## src/rtl/handshake_resync_arbiter.sv

```systemverilog
// Send-side controller for a four-phase valid/ack CDC channel: round-robin
// arbitration among NUM_REQ requesters, holding the winner's word stable for a full handshake.
module handshake_resync_arbiter #(
  parameter int DATA_WIDTH     = 8,
  parameter int NUM_REQ        = 4,
  parameter int TIMEOUT_CYCLES = 1024
) (
  input  logic                          i_clk,
  input  logic                          i_rst,
  input  logic [NUM_REQ-1:0]            i_req_valid,
  output logic [NUM_REQ-1:0]            o_req_ready,
  input  logic [NUM_REQ*DATA_WIDTH-1:0] i_req_data,
  output logic                          o_sync_valid,
  output logic [DATA_WIDTH-1:0]         o_sync_data,
  input  logic                          i_sync_ack,
  output logic                          o_busy,
  output logic [$clog2(NUM_REQ)-1:0]    o_grant_idx,
  output logic                          o_timeout
);

  localparam int IW = $clog2(NUM_REQ);
  localparam int CW = (TIMEOUT_CYCLES > 0) ? $clog2(TIMEOUT_CYCLES + 1) : 1;
  localparam logic [IW-1:0] LAST = IW'(NUM_REQ - 1);
  localparam logic [CW-1:0] TO   = CW'(TIMEOUT_CYCLES);

  typedef enum logic [1:0] {S_IDLE, S_SEND, S_RELEASE} state_t;

  state_t                r_state;
  logic [IW-1:0]         r_ptr;
  logic [IW-1:0]         r_grant;
  logic [DATA_WIDTH-1:0] r_data;
  logic                  r_valid;
  logic                  r_busy;
  logic                  r_timeout;
  logic [CW-1:0]         r_cnt;

  logic [IW-1:0]         w_win;
  logic [IW-1:0]         w_k;
  logic                  w_any;
  logic                  w_xfer;
  logic [DATA_WIDTH-1:0] w_word;

  // Walk from pointer+1 around the ring; the first valid requester wins.
  always_comb begin
    w_win = '0;
    w_any = 1'b0;
    w_k   = r_ptr;
    for (int i = 0; i < NUM_REQ; i++) begin
      w_k = (w_k == LAST) ? '0 : w_k + IW'(1);
      if (i_req_valid[w_k] && !w_any) begin
        w_win = w_k;
        w_any = 1'b1;
      end
    end
  end

  always_comb begin
    w_word = '0;
    for (int i = 0; i < NUM_REQ; i++)
      if (IW'(i) == w_win) w_word = i_req_data[i*DATA_WIDTH +: DATA_WIDTH];
  end

  // A stale ack left over from an interrupted handshake blocks new grants.
  assign w_xfer      = (r_state == S_IDLE) && !i_sync_ack && w_any && !i_rst;
  assign o_req_ready = w_xfer ? (NUM_REQ'(1) << w_win) : '0;

  always_ff @(posedge i_clk) begin
    if (i_rst) begin
      r_state   <= S_IDLE;
      r_ptr     <= LAST;
      r_grant   <= LAST;
      r_data    <= '0;
      r_valid   <= 1'b0;
      r_busy    <= 1'b0;
      r_timeout <= 1'b0;
      r_cnt     <= '0;
    end else begin
      case (r_state)
        S_IDLE: begin
          r_cnt <= '0;
          if (w_xfer) begin
            r_state <= S_SEND;
            r_data  <= w_word;
            r_grant <= w_win;
            r_ptr   <= w_win;
            r_valid <= 1'b1;
            r_busy  <= 1'b1;
          end
        end
        S_SEND: begin
          if (i_sync_ack) begin
            r_state <= S_RELEASE;
            r_valid <= 1'b0;
            r_cnt   <= '0;
          end else if (r_cnt != TO) begin
            r_cnt <= r_cnt + CW'(1);
            if (r_cnt == TO - CW'(1)) r_timeout <= 1'b1;
          end
        end
        S_RELEASE: begin
          if (!i_sync_ack) begin
            r_state <= S_IDLE;
            r_busy  <= 1'b0;
            r_cnt   <= '0;
          end else if (r_cnt != TO) begin
            r_cnt <= r_cnt + CW'(1);
            if (r_cnt == TO - CW'(1)) r_timeout <= 1'b1;
          end
        end
        default: r_state <= S_IDLE;
      endcase
    end
  end

  assign o_sync_valid = r_valid;
  assign o_sync_data  = r_data;
  assign o_busy       = r_busy;
  assign o_grant_idx  = r_grant;
  assign o_timeout    = r_timeout;

endmodule

```

## config.mk

```make
export PLATFORM = sky130hd
export DESIGN_NAME = handshake_resync_arbiter
export DESIGN_NICKNAME = d
export VERILOG_FILES = /design/src/rtl/handshake_resync_arbiter.sv
export SDC_FILE = /design/constraint.sdc
export NUM_CORES = 1
export LEC_CHECK = 0
export CAP_MARGIN = 25
export CORE_UTILIZATION = 46
export CTS_CLUSTER_DIAMETER = 80
export CTS_CLUSTER_SIZE = 24
export DETAILED_ROUTE_END_ITERATION = 12
export PLACE_DENSITY = 0.86
export SYNTH_ARGS = -nofsm -noshare
export SYNTH_HDL_FRONTEND = slang
export SYNTH_SLANG_ARGS = --single-unit
```

## constraint.sdc

```tcl
create_clock -name i_clk -period 2.3 [get_ports i_clk]
set_input_delay 0.23 -clock i_clk [delete_from_list [all_inputs] [get_ports i_clk]]
set_output_delay 0.23 -clock i_clk [all_outputs]
set_load 0.01 [all_outputs]
```

-- Yosys cells after proc, flatten, opt, wreduce, memory -nomap -nowiden
Cells that the tools add are included.
- memories: 0
- bits in latches: 0
- logic and storage cells: 98
- input port bits: 39
- output and inout port bits: 17
- ROM bits: 0
- flip-flop bits (word level): 26
- RAM bits: 0
- muxes and demuxes: 43
- divide/modulo/power cells: 0
- $add $sub $neg: 5
- order comparisons: 4
- reduce and logical (&&, ||, !) cells: 22
- eq/ne operators: 16
- multipliers: 0
- bitwise logic cells: 0
- shift operators: 1
- operators by type and width (kind ; count):
    $mux 11 ; 3
    $pmux 11 s3 ; 1
    $mux 8 ; 4
    $mux 2 ; 11
    $mux 1 ; 15
    $lt 2x3->1 const B ; 4
    $reduce_and 3->1 ; 4
    $add 11x1->11 const B ; 1
    $eq 11x10->1 const B ; 1
    $ne 11x11->1 const B ; 1
    $eq 2x2->1 const B ; 5
    $ne 2x2->1 const B ; 5
    $add 2x1->2 const B ; 4
    $bmux 1 s2 ; 4
    $logic_and 1x1->1 ; 6
    $pmux 1 s2 ; 3
    $pmux 2 s3 ; 1
    $reduce_bool 2->1 ; 3
    $logic_not 1->1 ; 5
    $eq 2x2->1 const A ; 2
    $logic_not 2->1 ; 2
    $mux 4 ; 1
    $shl 1x2->4 const A ; 1
    $reduce_bool 3->1 ; 1
    3 further kinds ; 3

-- Depth between registers and ports, before layout
- word-level depth: 19
- depth in mapped cells: 8
- depth with buffers taken out: 7

-- Worst setup path after synthesis
No wires, ideal clock.
- path type: register -> output
- from: register, netlist name o_grant_idx[0]
- to: output port o_req_ready[1]
- data required time: 2070 ps
- stages on the path, launching flop included: 8
- setup slack: 142 ps
- path buffers: 2
- data arrival time: 1928 ps
- cells stage by stage: dfxtp_1 > ha_1 > buf_6 > a21oi_1 > o31a_1 > o22a_1 > clkbuf_1 > nor4_1
- RTL lines (what ; line ; text):
    end: declaration ; 11 ; output logic [NUM_REQ-1:0] o_req_ready,

==> out/metrics.cfg <==
[setup_path]
start_kind = flip-flop
cp_max_fo = 2
worst_setup_path_end_kind = output port
crit_required_ns = 2.07
cp_data_arrival_time_ns = 1.99
path_class = flip-flop to output port

[final_layout]
final_cell_mix = 51 x clkdlybuf4s50_1, 26 x dfxtp_1, 25 x nor2_1, 23 x buf_4, 21 x nand2_1
seq_area_um2 = 520.5
area_growth_pct = 47.20
n_antenna_cell = 0
multi_input_area_um2 = 1110
drive_gt1_share_pct = 17.78
fillers = 255
final_core_util_pct = 72.56
fin_nets = 318
layout_commonest_cell = clkdlybuf4s50_1

[clock_network]
clockRootBuffer = clkbuf_8
cts.reportedPaths.clkPinSlew_ns = 0.09
postCtsSetupBuffers = 0
cts_max_path_buffers = 2
numCtsBuffers = 3
cts_tree = built
cts.sinks = 26
ctsHoldBuffers = 0
htreeDepth = 1
clk_latency_ns = 0.27

[floorplanning]
core_um2 = 3442
die_h_um = 62.73
start_util_pct = 49.29
die_w_um = 62.73
ios = 56
rows = 21
die-area_um2 = 3935

[placed_design]
hpwl_um = 3543
gp_congestion = 0.8701
io_buffers = 55

[yosys]
ys_seq_area_share_pct = 30.68
avgSynthCellArea_um2 = 8.656
synthesis.area_um2 = 1697
syn_nets = 243
synth_edf_count = 0
synth_top_flop_cell = dfxtp_1
synth_cell_types = 51
yosysWarningCount = 0
ys_seq_elements = 26
syn_inst = 196
synthArstFlopShare_pct = 0

[sta]
setup_violations = 0
setup-tns-final_ns = 0
skew_ns = 0.001483
drv_slew = 0
rsz0062_at_grt = no
relSlewSlack_pct = 72.10
fin_crit_ns = 2.220
period_share_pct = 96.51
finalHoldViolCount = 0
max_freq_ghz = 0.4505
worst_pin_slew_ns = 0.4130

[routing]
wl_per_cell_um = 14.51
postRouteAntennaNets = 0
wl_met3_um = 266
topRoutingLayerUsed = met4
dr_total_vias = 1769
wirelength_um = 4585
dr.pass1.iters = 4
routed-wl-met2_um = 2263
drt_iter0_drc = 85
via_per_inst = 5.598
drt-met1-wl_um = 1991
remaining_drc_errors = 0

[global_route]
grt_pass1_vias = 1749
grtUsageTotal_pct = 24.43
grt_overflow = 0
antenna_found_initial = 0
grt_pass1_wl_um = 7631
grt_max_degree = 16

[outcome]
status = completed

[power]
p_leak_nw = 0.9658
ir_drop_mv = 0.3360
power_density_nw_per_um2 = 595.1

[run]
cap_viol_max_count = 0

[min_path]
hold_path.class = flip-flop to flip-flop

==> timing repair <==
action                     4_1_cts  5_1_grt
gates resized for setup          8        8
pin swaps                        1        1
setup endpoints to repair        4        3
hold endpoints to repair         0        0
==> state kept, by name, indices dropped and copies added, names as in the netlist <==
signal	flops
o_busy	1
r_cnt	11
o_grant_idx	2
o_sync_data	8
o_sync_valid	1
o_timeout	1
r_state	2
==> where the power goes <==
part / internal [W] / leakage, nW / switching, W
clock network: 0.000233 / 0.0357 / 0.000150
logic: 0.000316 / 0.718 / 0.000276
registers: 0.000488 / 0.212 / 0.0000233
total: 0.00104 / 0.966 / 0.000450
==> cells by family (layout without fill, tap and decap cells) <==
group | Yosys count | count (layout) | share of synthesized area [%]
simple gates | 79 | 79 | 23.53
buf+inv | 15 | 89 | 5.457
fa+ha+maj | 8 | 8 | 5.900
compound gates | 52 | 52 | 24.41
flops | 26 | 26 | 30.68
mux | 11 | 11 | 7.448
xor+xnor | 5 | 5 | 2.582
==> per-layer routing <==
metal | GRT usage [%] | vias up
met2 | 43.34 | 70
met5 | 0 | -
met4 | 9.012 | 0
li1 | - | 871
met1 | 29.41 | 824
met3 | 3.832 | 4
==> critical path, stage by stage (launching register included) <==
cell	delay, ns
dfxtp_1	0.33
ha_1	0.31
a21oi_1	0.08
o31a_1	0.25
o22a_1	0.23
nor4_2	0.26
clkdlybuf4s15_1	0.27
==> stage by stage <==
| stage | std cells | hold slack (ns) | total power, W | instance area, µm² | setup slack, ns |
|---|---|---|---|---|---|
| 2_1_floorplan | 196 | 0.3844 | 0.0008493 | 1697 | 0.1417 |
| 3_3_place_gp | 312 | 0.4561 | 0.001079 | 2411 | -0.06836 |
| 3_5_place_dp | 312 | 0.4613 | 0.001094 | 2411 | -0.1463 |
| 4_1_cts | 316 | 0.4835 | 0.001473 | 2482 | 0.0005116 |
| 5_1_grt | 316 | 0.5082 | 0.001562 | 2497 | 0.004234 |
| 6_report | 316 | 0.4794 | 0.001486 | 2497 | 0.08021 |
==> worst paths after layout <==
kind,start,endpoint,slack (ns),cells after the start
setup / recovery,o_grant_idx[0],o_req_ready[1],0.08,6
hold reg to reg,o_timeout,o_timeout,0.48,2
hold / removal,o_timeout,o_timeout,0.48,2
setup reg to reg,o_grant_idx[0],o_sync_data[4],0.10,8
==> final cells by class <==
cell class                 count  share of cell area [%]
multi-input combinational    155                   44.44
timing repair buffer          78                   28.51
sequential                    26                   20.84
tap                           46                   2.305
clock buffer                   3                   1.653
clock inverter                 1                   1.202
inverter                       7                   1.052
==> synth_stat cells, drive strengths merged (3+ instances only) <==
master   n  area [µm²]
nor3     5       36.29
ha       8       100.1
a21oi   14       70.07
nand2   22       82.58
nor4     5       37.53
buf      5       55.05
dfxtp   26       520.5
mux2i    7       70.07
a32o     3       30.03
nand4    4       25.02
o221ai   4       41.29
o21a     4       30.03
inv      7       26.27
nand3b   3       22.52
a311oi   7       80.07
clkbuf   3       11.26
xnor2    3       26.28
nand3    5       25.02
mux2     4       56.30
nor2    26       100.1
nand2b   3       18.77
Power figures use the tool's default switching activity.
